--- config.mk ---
export PLATFORM = sky130hd
export DESIGN_NAME = key_fifo_seq
export DESIGN_NICKNAME = d
export VERILOG_FILES = /design/src/rtl/key_fifo_seq_pkg.sv /design/src/rtl/key_fifo_seq_fifo.sv /design/src/rtl/key_fifo_seq.sv
export SDC_FILE = /design/constraint.sdc
export NUM_CORES = 1
export LEC_CHECK = 0
export ABC_AREA = 1
export CAP_MARGIN = 0
export CORE_ASPECT_RATIO = 1.75
export CORE_UTILIZATION = 35
export CTS_CLUSTER_SIZE = 8
export DETAILED_ROUTE_END_ITERATION = 12
export GPL_TIMING_DRIVEN = 0
export PLACE_DENSITY = 0.47
export SLEW_MARGIN = 20
export SYNTH_ARGS = -nofsm -noshare
export SYNTH_HDL_FRONTEND = slang
export SYNTH_SLANG_ARGS = --single-unit
--- constraint.sdc ---
create_clock -name clk -period 5.75 [get_ports clk]
set_clock_uncertainty 0.05 [all_clocks]
set_input_delay 1.4375 -clock clk [delete_from_list [all_inputs] [get_ports clk]]
set_output_delay 1.4375 -clock clk [all_outputs]
set_load 0.03 [all_outputs]
--- src/rtl/key_fifo_seq_pkg.sv ---
// Shared types and helpers for the key-driven FIFO sequencer.
package key_fifo_seq_pkg;

    // Run-control states of the sequencer.
    typedef enum logic [2:0] {
        IDLE,
        WRITE,
        GAP,
        READ,
        STREAM
    } state_t;

    // Pointer width for a power-of-two FIFO: address bits plus one wrap bit.
    function automatic int ptr_width(input int depth);
        return $clog2(depth) + 1;
    endfunction

endpackage

--- src/rtl/key_fifo_seq_fifo.sv ---
// Single-clock synchronous FIFO with registered read data and wrap-bit pointers.
module sync_fifo_core
    import key_fifo_seq_pkg::*;
#(
    parameter int DATA_W = 8,
    parameter int DEPTH  = 16
) (
    input  logic                           clk,
    input  logic                           rst_n,
    input  logic                           push,
    input  logic                           pop,
    input  logic [DATA_W-1:0]              wdata,
    output logic [DATA_W-1:0]              rdata,
    output logic                           full,
    output logic                           empty,
    output logic [ptr_width(DEPTH)-1:0]    count
);

    localparam int PW = ptr_width(DEPTH);
    localparam int AW = PW - 1;

    logic [DATA_W-1:0] mem [DEPTH];
    logic [PW-1:0]     wptr;
    logic [PW-1:0]     rptr;
    logic              do_push;
    logic              do_pop;

    // A pop frees a slot in the same cycle, so a push into a full FIFO succeeds alongside it.
    assign do_pop  = pop && !empty;
    assign do_push = push && (!full || do_pop);

    assign empty = (wptr == rptr);
    assign full  = (wptr[PW-1] != rptr[PW-1]) && (wptr[AW-1:0] == rptr[AW-1:0]);
    assign count = wptr - rptr;

    // Storage array; contents need no reset because the pointers define validity.
    always_ff @(posedge clk) begin
        if (do_push) begin
            mem[wptr[AW-1:0]] <= wdata;
        end
    end

    // Pointer advance and registered read port (data appears one cycle after the pop).
    always_ff @(posedge clk or negedge rst_n) begin
        if (!rst_n) begin
            wptr  <= '0;
            rptr  <= '0;
            rdata <= '0;
        end else begin
            if (do_push) begin
                wptr <= wptr + PW'(1);
            end
            if (do_pop) begin
                rptr  <= rptr + PW'(1);
                rdata <= mem[rptr[AW-1:0]];
            end
        end
    end

endmodule

--- src/rtl/key_fifo_seq.sv ---
// Key-triggered write/read sequencer around a synchronous FIFO.
module key_fifo_seq
    import key_fifo_seq_pkg::*;
#(
    parameter int DATA_W       = 8,
    parameter int DEPTH        = 16,
    parameter int BURST        = 10,
    parameter int DEBOUNCE_CYC = 1000000,
    parameter int RD_DIV       = 50000000,
    parameter int GAP_CYC      = 25000000
) (
    input  logic                         clk,
    input  logic                         rst_n,
    input  logic                         key,
    input  logic                         mode,
    output logic                         led_wr,
    output logic                         led_rd,
    output logic [DATA_W-1:0]            disp_data,
    output logic                         disp_valid,
    output logic [ptr_width(DEPTH)-1:0]  fifo_cnt,
    output logic                         full,
    output logic                         empty,
    output logic                         busy
);

    localparam int DB_W = $clog2(DEBOUNCE_CYC + 1);

    state_t            state;
    state_t            state_next;
    logic              key_meta;
    logic              key_sync;
    logic              key_stable;
    logic              press;
    logic [DB_W-1:0]   db_cnt;
    logic [31:0]       timer;
    logic [7:0]        wr_cnt;
    logic [DATA_W-1:0] next_val;
    logic              push;
    logic              pop;
    logic              push_ok;
    logic              pop_ok;
    logic              rd_tick;
    logic              half_tick;
    logic              gap_done;
    logic              burst_done;

    // Two-flop synchroniser for the asynchronous push button (idles high).
    always_ff @(posedge clk or negedge rst_n) begin
        if (!rst_n) begin
            key_meta <= 1'b1;
            key_sync <= 1'b1;
        end else begin
            key_meta <= key;
            key_sync <= key_meta;
        end
    end

    // Debounce: the stable level follows only after DEBOUNCE_CYC consecutive differing samples; a 1->0 change pulses press.
    always_ff @(posedge clk or negedge rst_n) begin
        if (!rst_n) begin
            db_cnt     <= '0;
            key_stable <= 1'b1;
            press      <= 1'b0;
        end else begin
            press <= 1'b0;
            if (key_sync == key_stable) begin
                db_cnt <= '0;
            end else if (db_cnt == DB_W'(DEBOUNCE_CYC - 1)) begin
                db_cnt     <= '0;
                key_stable <= key_sync;
                press      <= key_stable;
            end else begin
                db_cnt <= db_cnt + DB_W'(1);
            end
        end
    end

    assign rd_tick    = (timer == 32'(RD_DIV - 1));
    assign half_tick  = (timer == 32'(RD_DIV / 2 - 1)) || rd_tick;
    assign gap_done   = (timer == 32'(GAP_CYC - 1));
    assign burst_done = (wr_cnt == 8'(BURST));

    assign pop_ok  = pop && !empty;
    assign push_ok = push && (!full || pop_ok);

    // Next-state and FIFO strobe decode; presses outside IDLE are simply ignored.
    always_comb begin
        state_next = state;
        push       = 1'b0;
        pop        = 1'b0;
        case (state)
            IDLE: begin
                if (press) begin
                    state_next = mode ? STREAM : WRITE;
                end
            end
            WRITE: begin
                if (full) begin
                    state_next = GAP;
                end else begin
                    push = 1'b1;
                    if (wr_cnt == 8'(BURST - 1)) begin
                        state_next = GAP;
                    end
                end
            end
            GAP: begin
                if (gap_done) begin
                    state_next = READ;
                end
            end
            READ: begin
                if (empty) begin
                    if (disp_valid || rd_tick) begin
                        state_next = IDLE;
                    end
                end else if (rd_tick) begin
                    pop = 1'b1;
                end
            end
            STREAM: begin
                push = half_tick && !burst_done;
                pop  = rd_tick && !empty;
                if (burst_done && empty) begin
                    state_next = IDLE;
                end
            end
            default: state_next = IDLE;
        endcase
    end

    // State register, pacing timer, burst counter, running data value and display strobe.
    // next_val always holds the value of the next push, so at run exit it equals last pushed + 1.
    always_ff @(posedge clk or negedge rst_n) begin
        if (!rst_n) begin
            state      <= IDLE;
            timer      <= '0;
            wr_cnt     <= '0;
            next_val   <= '0;
            disp_valid <= 1'b0;
        end else begin
            state      <= state_next;
            disp_valid <= pop_ok;
            if (state == IDLE || state_next != state) begin
                timer <= '0;
            end else if ((state == READ || state == STREAM) && rd_tick) begin
                timer <= '0;
            end else begin
                timer <= timer + 32'd1;
            end
            if (state == IDLE) begin
                wr_cnt <= '0;
            end else if (push_ok) begin
                wr_cnt <= wr_cnt + 8'd1;
            end
            if (push_ok) begin
                next_val <= next_val + DATA_W'(1);
            end
        end
    end

    assign led_wr = (state == WRITE) || (state == STREAM && !burst_done);
    assign led_rd = (state == READ || state == STREAM) && !empty;
    assign busy   = (state != IDLE);

    sync_fifo_core #(
        .DATA_W (DATA_W),
        .DEPTH  (DEPTH)
    ) u_fifo (
        .clk   (clk),
        .rst_n (rst_n),
        .push  (push),
        .pop   (pop),
        .wdata (next_val),
        .rdata (disp_data),
        .full  (full),
        .empty (empty),
        .count (fifo_cnt)
    );

endmodule

Word level (Yosys, flattened, before mapping):

Memory sizes are Yosys's and may differ from the RTL's. A register that Yosys moved wholly into a read port is not among the register bits.
Index checks and enable logic that the tools add are counted.

* flip-flop bits (word level): 86
* bits in writable memories: 128
* input port bits: 4
* memories: 1

* add/sub/neg operators: 7
* equality and inequality tests: 14
* multiplexer cells: 24
* bitwise operators: 1
* reductions and logical operators: 23

Memory list
* u_fifo.mem: depth 16, bits a word 8, read ports 1, clocked after memory_dff 1, write ports 1, RTL line key_fifo_seq_fifo.sv:22 `logic [DATA_W-1:0] mem [DEPTH];`

Operator list (number)
* 32-bit 2-to-1 mux: 2
* 20-bit 2-to-1 mux: 2
* 32-bit by 1-bit adder with 32-bit output (second input constant): 1
* 32-bit by 25-bit equality test with 1-bit output (second input constant): 1
* 32-bit by 26-bit equality test with 1-bit output (second input constant): 1
* 3-bit 2-to-1 mux: 8
* 20-bit by 1-bit adder with 20-bit output (second input constant): 1
* 20-bit equality test (second input constant): 1
* 8-bit by 1-bit adder with 8-bit output (second input constant): 2
* 8-bit by 4-bit equality test with 1-bit output (second input constant): 2
* 8-bit 2-to-1 mux: 2
* 3-bit case mux with 5 select lines: 1
* 5-bit by 1-bit adder with 5-bit output (second input constant): 2
* 1-bit logical AND: 9
* 1-bit 2-to-1 mux: 7
* 3-bit by 2-bit equality test with 1-bit output (second input constant): 2
* 1-bit logical OR: 6
* 5-bit equality test: 1
* 5-bit subtractor: 1
* 4-bit equality test: 1
* 1-bit logical NOT: 4
* 1-bit case mux with 2 select lines: 2
* 3-bit by 1-bit equality test with 1-bit output (second input constant): 1
* 3-bit equality test (second input constant): 1
* 8 further kinds: 8

Longest topological paths before layout:

Gate-level depths: netlist (run 1).

* word-level depth: 9
* depth in mapped cells: 17

Cells and area by module:

A second synthesis (run 1) with hierarchy kept.

* cells, all modules: 1227
* area, all modules: 11217.0 um2

By module, submodules not included
* sync_fifo_core: instances 1, cells an instance 621, area an instance 6462.4 um2, sequential area each 4294.1 um2
* key_fifo_seq: instances 1, cells an instance 606, area an instance 4754.6 um2, sequential area each 1905.6 um2

Worst setup path before layout (run 1):

Ideal clock, no wire load.

* kind: register -> output
* start: register u_fifo.wptr[0]
* end: output port fifo_cnt[4]
* arrival time: 1779 ps
* path slack: 2483 ps
* stages on the path, launching flop included: 6
* buffers on the path: 0
* path through: dfrtp_1 > inv_1 > ha_1 > fa_1 > o21ai_0 > xor2_1

* cells in the longest elaborated chain, start to end: 1

Ends and longest elaborated chain
* start: declaration: RTL line key_fifo_seq_fifo.sv:23 `logic [PW-1:0] wptr;`
* start signal: assignment: RTL line key_fifo_seq_fifo.sv:51 `wptr <= wptr + PW'(1);`
* 5-bit subtractor: RTL line key_fifo_seq_fifo.sv:34 `assign count = wptr - rptr;`
* end: declaration: RTL line key_fifo_seq.sv:20 `output logic [ptr_width(DEPTH)-1:0] fifo_cnt,`

No other way between the ends.

Final worst setup path (run 1):

* start: register u_fifo.rptr[1]
* end: output port fifo_cnt[3]

* cells in the longest elaborated chain, start to end: 1

Ends and longest elaborated chain
* start: declaration: RTL line key_fifo_seq_fifo.sv:24 `logic [PW-1:0] rptr;`
* start signal: assignment: RTL line key_fifo_seq_fifo.sv:54 `rptr <= rptr + PW'(1);`
* 5-bit subtractor: RTL line key_fifo_seq_fifo.sv:34

No other way between the ends.

==> results of run 1 <==
==> how the worst max path moves through the flow <==
| stage | cells past startpoint | start | to | slack (ns) |
|---|---|---|---|---|
| after floorplan | 5 | u_fifo.wptr[0] | fifo_cnt[4] | 2.48 |
| after global placement | 1 | rst_n | db_cnt[12] | -0.78 |
| after detailed placement | 7 | u_fifo.rptr[1] | fifo_cnt[3] | 1.54 |
| after CTS | 7 | u_fifo.rptr[1] | fifo_cnt[3] | 0.93 |
| after global routing | 7 | u_fifo.rptr[1] | fifo_cnt[3] | 0.77 |
| final | 7 | u_fifo.rptr[1] | fifo_cnt[3] | 0.95 |
==> power by group through the flow <==
stage               Combinational, mW  Sequential (mW)  Clock [mW]
global placement               0.0239             1.71           0
CTS                            0.0265             1.68        1.71
detailed placement             0.0267             1.71           0
floorplan                     0.00524             1.71           0
global route                   0.0299             1.68        1.77
finish                         0.0248             1.68        1.67
==> flip-flops by register name, summed over array words and instances (netlist names), 3 cells and up <==
register	flops
u_fifo.mem	128
timer	32
db_cnt	20
next_val	8
u_fifo.rdata	8
wr_cnt	8
u_fifo.rptr	5
u_fifo.wptr	5
state	3
==> routing by layer <==
metal	wire length (um)	up-vias	share of wire, %	GRT usage [%]
met1	10620	3748	36	19.91
met4	1051	0	3.6	8.585
li1	-	3787	-	-
met5	0	-	0	0
met2	16620	127	57	39.23
met3	885	40	3.0	2.240
==> layout by cell type (no fill, tap or decap), types with 5 or more instances in the layout <==
| master | synthesis | final |
|---|---|---|
| o221ai_1 | 13 | 13 |
| a21oi_1 | 9 | 9 |
| clkbuf_1 | 25 | 47 |
| o211ai_1 | 5 | 5 |
| clkdlybuf4s50_1 | 0 | 21 |
| nor2_1 | 174 | 174 |
| edfxtp_1 | 128 | 128 |
| nand3_1 | 64 | 64 |
| nand2_2 | 8 | 8 |
| inv_2 | 5 | 5 |
| clkbuf_16 | 0 | 31 |
| o22ai_1 | 18 | 18 |
| nand4_1 | 31 | 31 |
| nor3_2 | 5 | 17 |
| nor2_2 | 6 | 6 |
| xnor2_1 | 11 | 11 |
| a41oi_1 | 6 | 6 |
| nand2_1 | 183 | 183 |
| o21ai_0 | 82 | 82 |
| buf_6 | 5 | 6 |
| ha_1 | 15 | 15 |
| inv_1 | 97 | 97 |
| nor3_1 | 36 | 24 |
| buf_4 | 5 | 6 |
| dfrtp_1 | 91 | 91 |
| xor2_1 | 32 | 32 |
==> synth_stat cells (6+ instances only) <==
cell type,number
a41oi_1,6
edfxtp_1,128
nand2_2,8
nand3_1,64
xnor2_1,11
o221ai_1,13
xor2_1,32
nand2_1,183
o21ai_0,82
dfrtp_1,91
nor2_2,6
ha_1,15
nor3_1,36
o22ai_1,18
nor2_1,174
inv_1,97
a21oi_1,9
clkbuf_1,25
nand4_1,31
==> cell families (layout without fill, tap and decap cells) <==
family | Yosys count | after routing | synth area share (%)
AOI/OAI and AO/OA | 134 | 134 | 7.440
xor gates and xnor gates | 43 | 43 | 3.594
adders and majority gates | 16 | 16 | 1.982
buffers and inverters | 141 | 219 | 5.613
DFF | 222 | 222 | 59.17
muxes | 1 | 1 | 0.09554
and+or+nand+nor | 525 | 525 | 22.10
==> through the flow <==
| stage | instance area (um^2) | TNS [ns] |
|---|---|---|
| 2_1_floorplan | 10480 | 0 |
| 6_report | 12140 | 0 |
| 4_1_cts | 12140 | 0 |
| 5_1_grt | 12140 | 0 |
| 3_3_place_gp | 11180 | -69.78 |
| 3_5_place_dp | 11270 | 0 |
==> worst max-delay path, delay by kind of cell, from the launching register on <==
family | cells | cell delay [ns]
xor+xnor | 1 | 0.29
simple gates | 1 | 0.05
flops | 1 | 0.61
fa+ha+maj | 1 | 0.39
buf+inv | 3 | 1.24
compound gates | 1 | 0.18
==> area by class of cell <==
class,instances,area share [%]
Sequential cell,222,51.05
Multi-Input combinational cell,719,30.88
Clock buffer,54,7.181
Tap cell,382,3.936
Inverter,104,3.215
Timing Repair Buffer,24,2.112
Buffer,37,1.628
==> impl_results.md, run 1 <==
* CP cell instances: inv_1, clkbuf_1, ha_1, nand2_1, o21ai_0, xor2_1, clkdlybuf4s50_1
* Sw frac at between 20 and 25%
* WP data required at 4.26 ns
* CTS root buf: clkbuf_16
* Fin crit share at roughly 84%
* Final setup viols at 0
* WL final at ~30 mm
* Crit path time final at between 4 and 5 ns
* Max cap viols at 0
* RePlAce Congestion at approximately 0.89
* NumNets Final at 1159
* CP peak stage delay at around 0.74 ns
* Slew HR at approximately two fifths
* Hold WS at slightly above 0.3 ns
* WHS Path Cells at 0
* Die W at 132.8 um
* Worst skew pair latency at 0.56 ns
* Fmax at around 0.21 GHz
* Total GRT Usage at about a fifth
* Post-layout total power at ~3.4 mW
* Ys Warns at 0
* Setup bufs post-CTS at 0
* CP startpoint kind: flip-flop
* Leak pwr at approximately 4.4 nW
* DR pass1 iterations at 4
* CTS Sinks at about 220
* CTS Hold Bufs at 0
* Fin. Hold Viols at 0
* Worst-path maximum fanout at 10
* Worst r2r path cells at 11
* CTS tree: yes
* Largest net degree at the start of global routing at between 70 and 80
* Area contributors post-synth: edfxtp_1 37%, dfrtp_1 22%, nand2_1 6.6%
* Flop pwr share at 49.8%
* Min-Delay Endpoint: key_sync
* Slew @ Worst Pin at between 0.9 and 1 ns
* Share of the synthesized area in the top cell type at 36.68%
* # resized after CTS at 0
* Number of global-route vias before repair at slightly below 8000
* Worst reg2reg setup slack at 2.24 ns
* Syn Nets at between 1000 and 1500
* Die Span Y at approximately 230 um
* Mapped cell area at ~10000 um^2
* Row count at 83
* Synth cell types at 40
* CP Data Arrival Time at between 3 and 4 ns
* Worst hold path class: reg -> reg
* First-pass GRT wire length at between 40 and 50 mm
* Number of synthesized register bits at around 220
* CP endpoint kind: primary output
* Cell taking the most area after synthesis: edfxtp_1
* Starting density of the core at around 36%
* Pwr dens at about 280 nW/um^2
* Seq. cell area at between 6000 and 7000 um^2
* CTS H-tree depth at 1
* DP Cell Count at ~1500
* Status: finished clean
* Worst-path clk slew at roughly 0.050 ns
* Async S/R FF share, synth at about 42%
* Clock Tree Buf Depth at 3
* Syn Inst Count at 1082
* Psw at 683.2 uW
* Post-synth top flop: edfxtp_1
* Logic gate share of total power at less than 1%
* Final Non-Filler Cells at between 1500 and 2000
* FF-to-FF Start: u_fifo.rptr[1]
* Crit Path Category: reg -> out
* Input/output buffers at 22
* Num CTS Buffers at 31
* Hold wc startpoint: key_meta
* Area growth, synth to finish at 15.91%
* Via density at ~5.0
* Slew Viols, Final at 0
* Core footprint at a little under 30000 um^2
* RR Endpoint: u_fifo.mem[0][1]
* Post-route ant nets at 0
* IR Drop Worst-Case VDD at between 0.0002 and 0.00025 V
* Die area at 30660 um^2
* N_diodes at 0
* Drt wl/cell at between 15 and 20 um
* Via count at just under 8000
* Dpl ws at 1.543 ns
* Internal at approximately 2.7 mW
* Fill count at slightly below 3000
* Util after Layout at approximately 41%
* Drt initial violations at between 400 and 500
* Multi-input gate area at roughly 3700 um^2
* Antenna violations before repair at 0
* RSZ-0062 raised after global routing: no
* Grt ovf at 0
* Clock share of power at 49.5%
* Sequential cell area fraction in the yosys report at between 50 and 60%
* I/O pin total at 23
* Min setup slack post-route at between 0.9 and 1 ns
* # DRC at 0
* Share of layout cells above drive strength 1 at between 8 and 9%
* Avg Inst Size Synth at roughly 9.7 um^2
* Post-synth EDFFs at 128
* Slowest stage cell, crit path: clkdlybuf4s50_1
* DP HPWL at roughly 21 mm
Power figures use the tool's default switching activity.
==> inputs of run 2 (changes only) <==
--- a/config.mk
+++ b/config.mk
@@ -12,7 +12,7 @@
 export CTS_CLUSTER_SIZE = 8
 export DETAILED_ROUTE_END_ITERATION = 12
 export GPL_TIMING_DRIVEN = 0
-export PLACE_DENSITY = 0.47
+export PLACE_DENSITY = 0.49
 export SLEW_MARGIN = 20
 export SYNTH_ARGS = -nofsm -noshare
 export SYNTH_HDL_FRONTEND = slang
==> constraint.sdc (replaced) <==
create_clock -name clk -period 4.4 [get_ports clk]
set_clock_uncertainty 0.05 [all_clocks]
set_input_delay 1.1 -clock clk [delete_from_list [all_inputs] [get_ports clk]]
set_output_delay 1.1 -clock clk [all_outputs]
set_load 0.03 [all_outputs]
==> impl_results.md, run 2 (synthesis gave the netlist of run 1 again) <==
* Largest net degree at the start of global routing at 72 (was 73)
* Starting density of the core at 35.65% (unchanged)
* Crit path time final at between 4 and 5 ns
* Clock Tree Buf Depth at 3 (unchanged)
* Drt wl/cell at 18.47 um (was 18.92 um)
* CTS H-tree depth at 1 (unchanged)
* Worst r2r path cells at 11 (unchanged)
* DP HPWL at 20.91 mm (was 21.21 mm)
* Number of global-route vias before repair at 8076 (was 7939)
* N_diodes at 0 (unchanged)
* Worst-path maximum fanout at 10 (unchanged)
* Num CTS Buffers at 31 (unchanged)
* RePlAce Congestion at 0.8658 (was 0.8901)
* Setup TNS at 0 ns (unchanged)
* CTS Hold Bufs at 0 (unchanged)
* RR Endpoint: u_fifo.mem[14][3] (was u_fifo.mem[0][1])
* Pwr dens at 361.4 nW/um^2 (was 277.7 nW/um^2)
* Via density at 4.991 (was 4.995)
* Hold wc startpoint: key_meta (unchanged)
* I/O pin total at 23 (unchanged)
* Via count at 7686 (was 7702)
* Fmax at around 0.24 GHz
* DR pass1 iterations at 5 (was 4)
* Fill count at 2899 (was 2935)
* NumNets Final at 1157 (was 1159)
* Share of layout cells above drive strength 1 at 8.117% (was 8.103%)
* First-pass GRT wire length at 44.42 mm (was 45.48 mm)
* WL final at 28.45 mm (was 29.18 mm)
* Die area at 30660 um^2 (unchanged)
* Min-Delay Endpoint: key_sync (unchanged)
* Max reg flops at 128 (unchanged)
* RSZ-0062 raised after global routing: no (unchanged)
* Input/output buffers at 22 (unchanged)
* Slew Viols, Final at 0 (unchanged)
* Worst skew pair latency at 0.54 ns (was 0.56 ns)
* CTS Sinks at 222 (unchanged)
* Final setup viols at 0 (unchanged)
* CP Data Arrival Time at 3.01 ns (was 3.32 ns)
* Status: finished clean (unchanged)
* Met1 usage at 18.92% (was 19.91%)
* CTS tree: yes (unchanged)
* CP endpoint kind: primary output (unchanged)
* Area growth, synth to finish at 15.81% (was 15.91%)
* Commonest cells after routing, fill and taps aside: 183 x nand2_1, 174 x nor2_1, 128 x edfxtp_1, 97 x inv_1, 90 x dfrtp_1 (was 183 x nand2_1, 174 x nor2_1, 128 x edfxtp_1, 97 x inv_1, 91 x dfrtp_1)
* WHS Path Cells at 0 (unchanged)
* GR Util met2 at 38.22% (was 39.23%)
* Fin. Hold Viols at 0 (unchanged)
* Leak pwr at 4.409 nW (was 4.417 nW)
* Most common cell after layout, fill and taps aside: nand2_1 (unchanged)
* Drt initial violations at 342 (was 438)
* Worst-path clk slew at 0.05 ns (about the same)
* # DRC at 0 (unchanged)
* GRT met3 Usage at 2.152% (was 2.240%)
* IR Drop Worst-Case VDD at 0.0003231 V (was 0.0002133 V)
* FF-to-FF Start: u_fifo.rptr[3] (was u_fifo.rptr[1])
* Max cap viols at 0 (unchanged)
* Total GRT Usage at 19.11% (was 19.62%)
* Slew HR at 42.49% (was 39.25%)
* WP data required at 3.25 ns (was 4.26 ns)
* Slew @ Worst Pin at 0.8579 ns (was 0.9112 ns)
* Cell area after layout at 12130 um^2 (was 12140 um^2)
* Worst reg2reg setup slack at 1.11 ns (was 2.24 ns)
* Die W at 132.8 um (unchanged)
* Gr busiest metal: met2 (unchanged)
* Min setup slack post-route at 0.2412 ns (was 0.9451 ns)
* Dpl cell area at 11260 um^2 (was 11270 um^2)
* Row count at 83 (unchanged)
* Post-route ant nets at 0 (unchanged)
* Die Span Y at 230.9 um (unchanged)
* CTS root buf: clkbuf_16 (unchanged)
* CP startpoint kind: flip-flop (unchanged)
* Fin crit share at roughly 95%
* Grt ovf at 0 (unchanged)
* Antenna violations before repair at 0 (unchanged)
* Core footprint at 29390 um^2 (unchanged)
* Dpl ws at 0.5467 ns (was 1.543 ns)
* Crit Path Category: reg -> out (unchanged)
* Worst hold path class: reg -> reg (unchanged)
* Setup bufs post-CTS at 0 (unchanged)
## run 2: cell count changes in the layout (fill, tap and decap cells not counted)
cell / change
buf_4: -1
dfrtp_1: -1
clkbuf_1: -1
dfrtp_2: +1
## run 2: area by class of cell
class | count | area [um^2] | area share (%)
buffer | 36 | 193.9 | 1.598
clock buffer | 54 | 872.1 | 7.187
inverter | 104 | 390.4 | 3.217
multi-input combinational | 719 | 3750 | 30.90
sequential | 222 | 6201 | 51.10
tap | 382 | 478.0 | 3.939
timing repair buffer | 23 | 249.0 | 2.052
## run 2: power by group
part | switching [mW] | leakage (nW) | total, mW | internal, mW
logic | 0.0239 | 1.81 | 0.0320 | 0.00807
registers | 0.00205 | 2.18 | 2.19 | 2.19
clock network | 0.844 | 0.415 | 2.16 | 1.31
total | 0.870 | 4.41 | 4.39 | 3.51
## run 2: metrics by stage
step / power (mW) / hold slack (ns) / util [%] / cells
5_1_grt: 4.522 / 0.3082 / 41.29 / 1540
3_3_place_gp: 2.264 / 0.2955 / 38.03 / 1486
3_5_place_dp: 2.267 / 0.2972 / 38.33 / 1487
4_1_cts: 4.443 / 0.3046 / 41.30 / 1541
6_report: 4.385 / 0.3032 / 41.29 / 1540
2_1_floorplan: 2.239 / 0.2952 / - / 1082
## run 2: what timing repair did
item                       4_1_cts  5_1_grt
resized for setup                1        0
pin swaps                        0        0
setup endpoints to repair        1        2
## run 2: worst max-delay path, cell delays in order (launching register included)
cell and delay [ns]:
dfrtp_1 0.38, inv_1 0.07, clkbuf_1 0.48, ha_1 0.37
a21oi_1 0.14, o21ai_0 0.12, xor2_1 0.20, clkdlybuf4s50_1 0.71
## run 2: how the worst max path moves through the flow
stage	cells past startpoint	slack, ns	start	to
5_1_grt	7	0.04	u_fifo.rptr[3]	fifo_cnt[4]
4_1_cts	7	0.10	u_fifo.rptr[1]	fifo_cnt[3]
6_report	7	0.24	u_fifo.rptr[3]	fifo_cnt[4]
3_3_place_gp	1	-1.81	rst_n	next_val[2]
2_1_floorplan	5	1.47	u_fifo.wptr[0]	fifo_cnt[4]
3_5_place_dp	7	0.55	u_fifo.rptr[1]	fifo_cnt[3]
## run 2: routing by layer
| metal | routed length [um] | vias up | share of wire, % |
|---|---|---|---|
| met3 | 905 | 65 | 3.2 |
| li1 | - | 3784 | - |
| met4 | 1316 | 0 | 4.6 |
| met5 | 0 | - | 0 |
| met2 | 16240 | 151 | 57 |
| met1 | 9982 | 3686 | 35 |
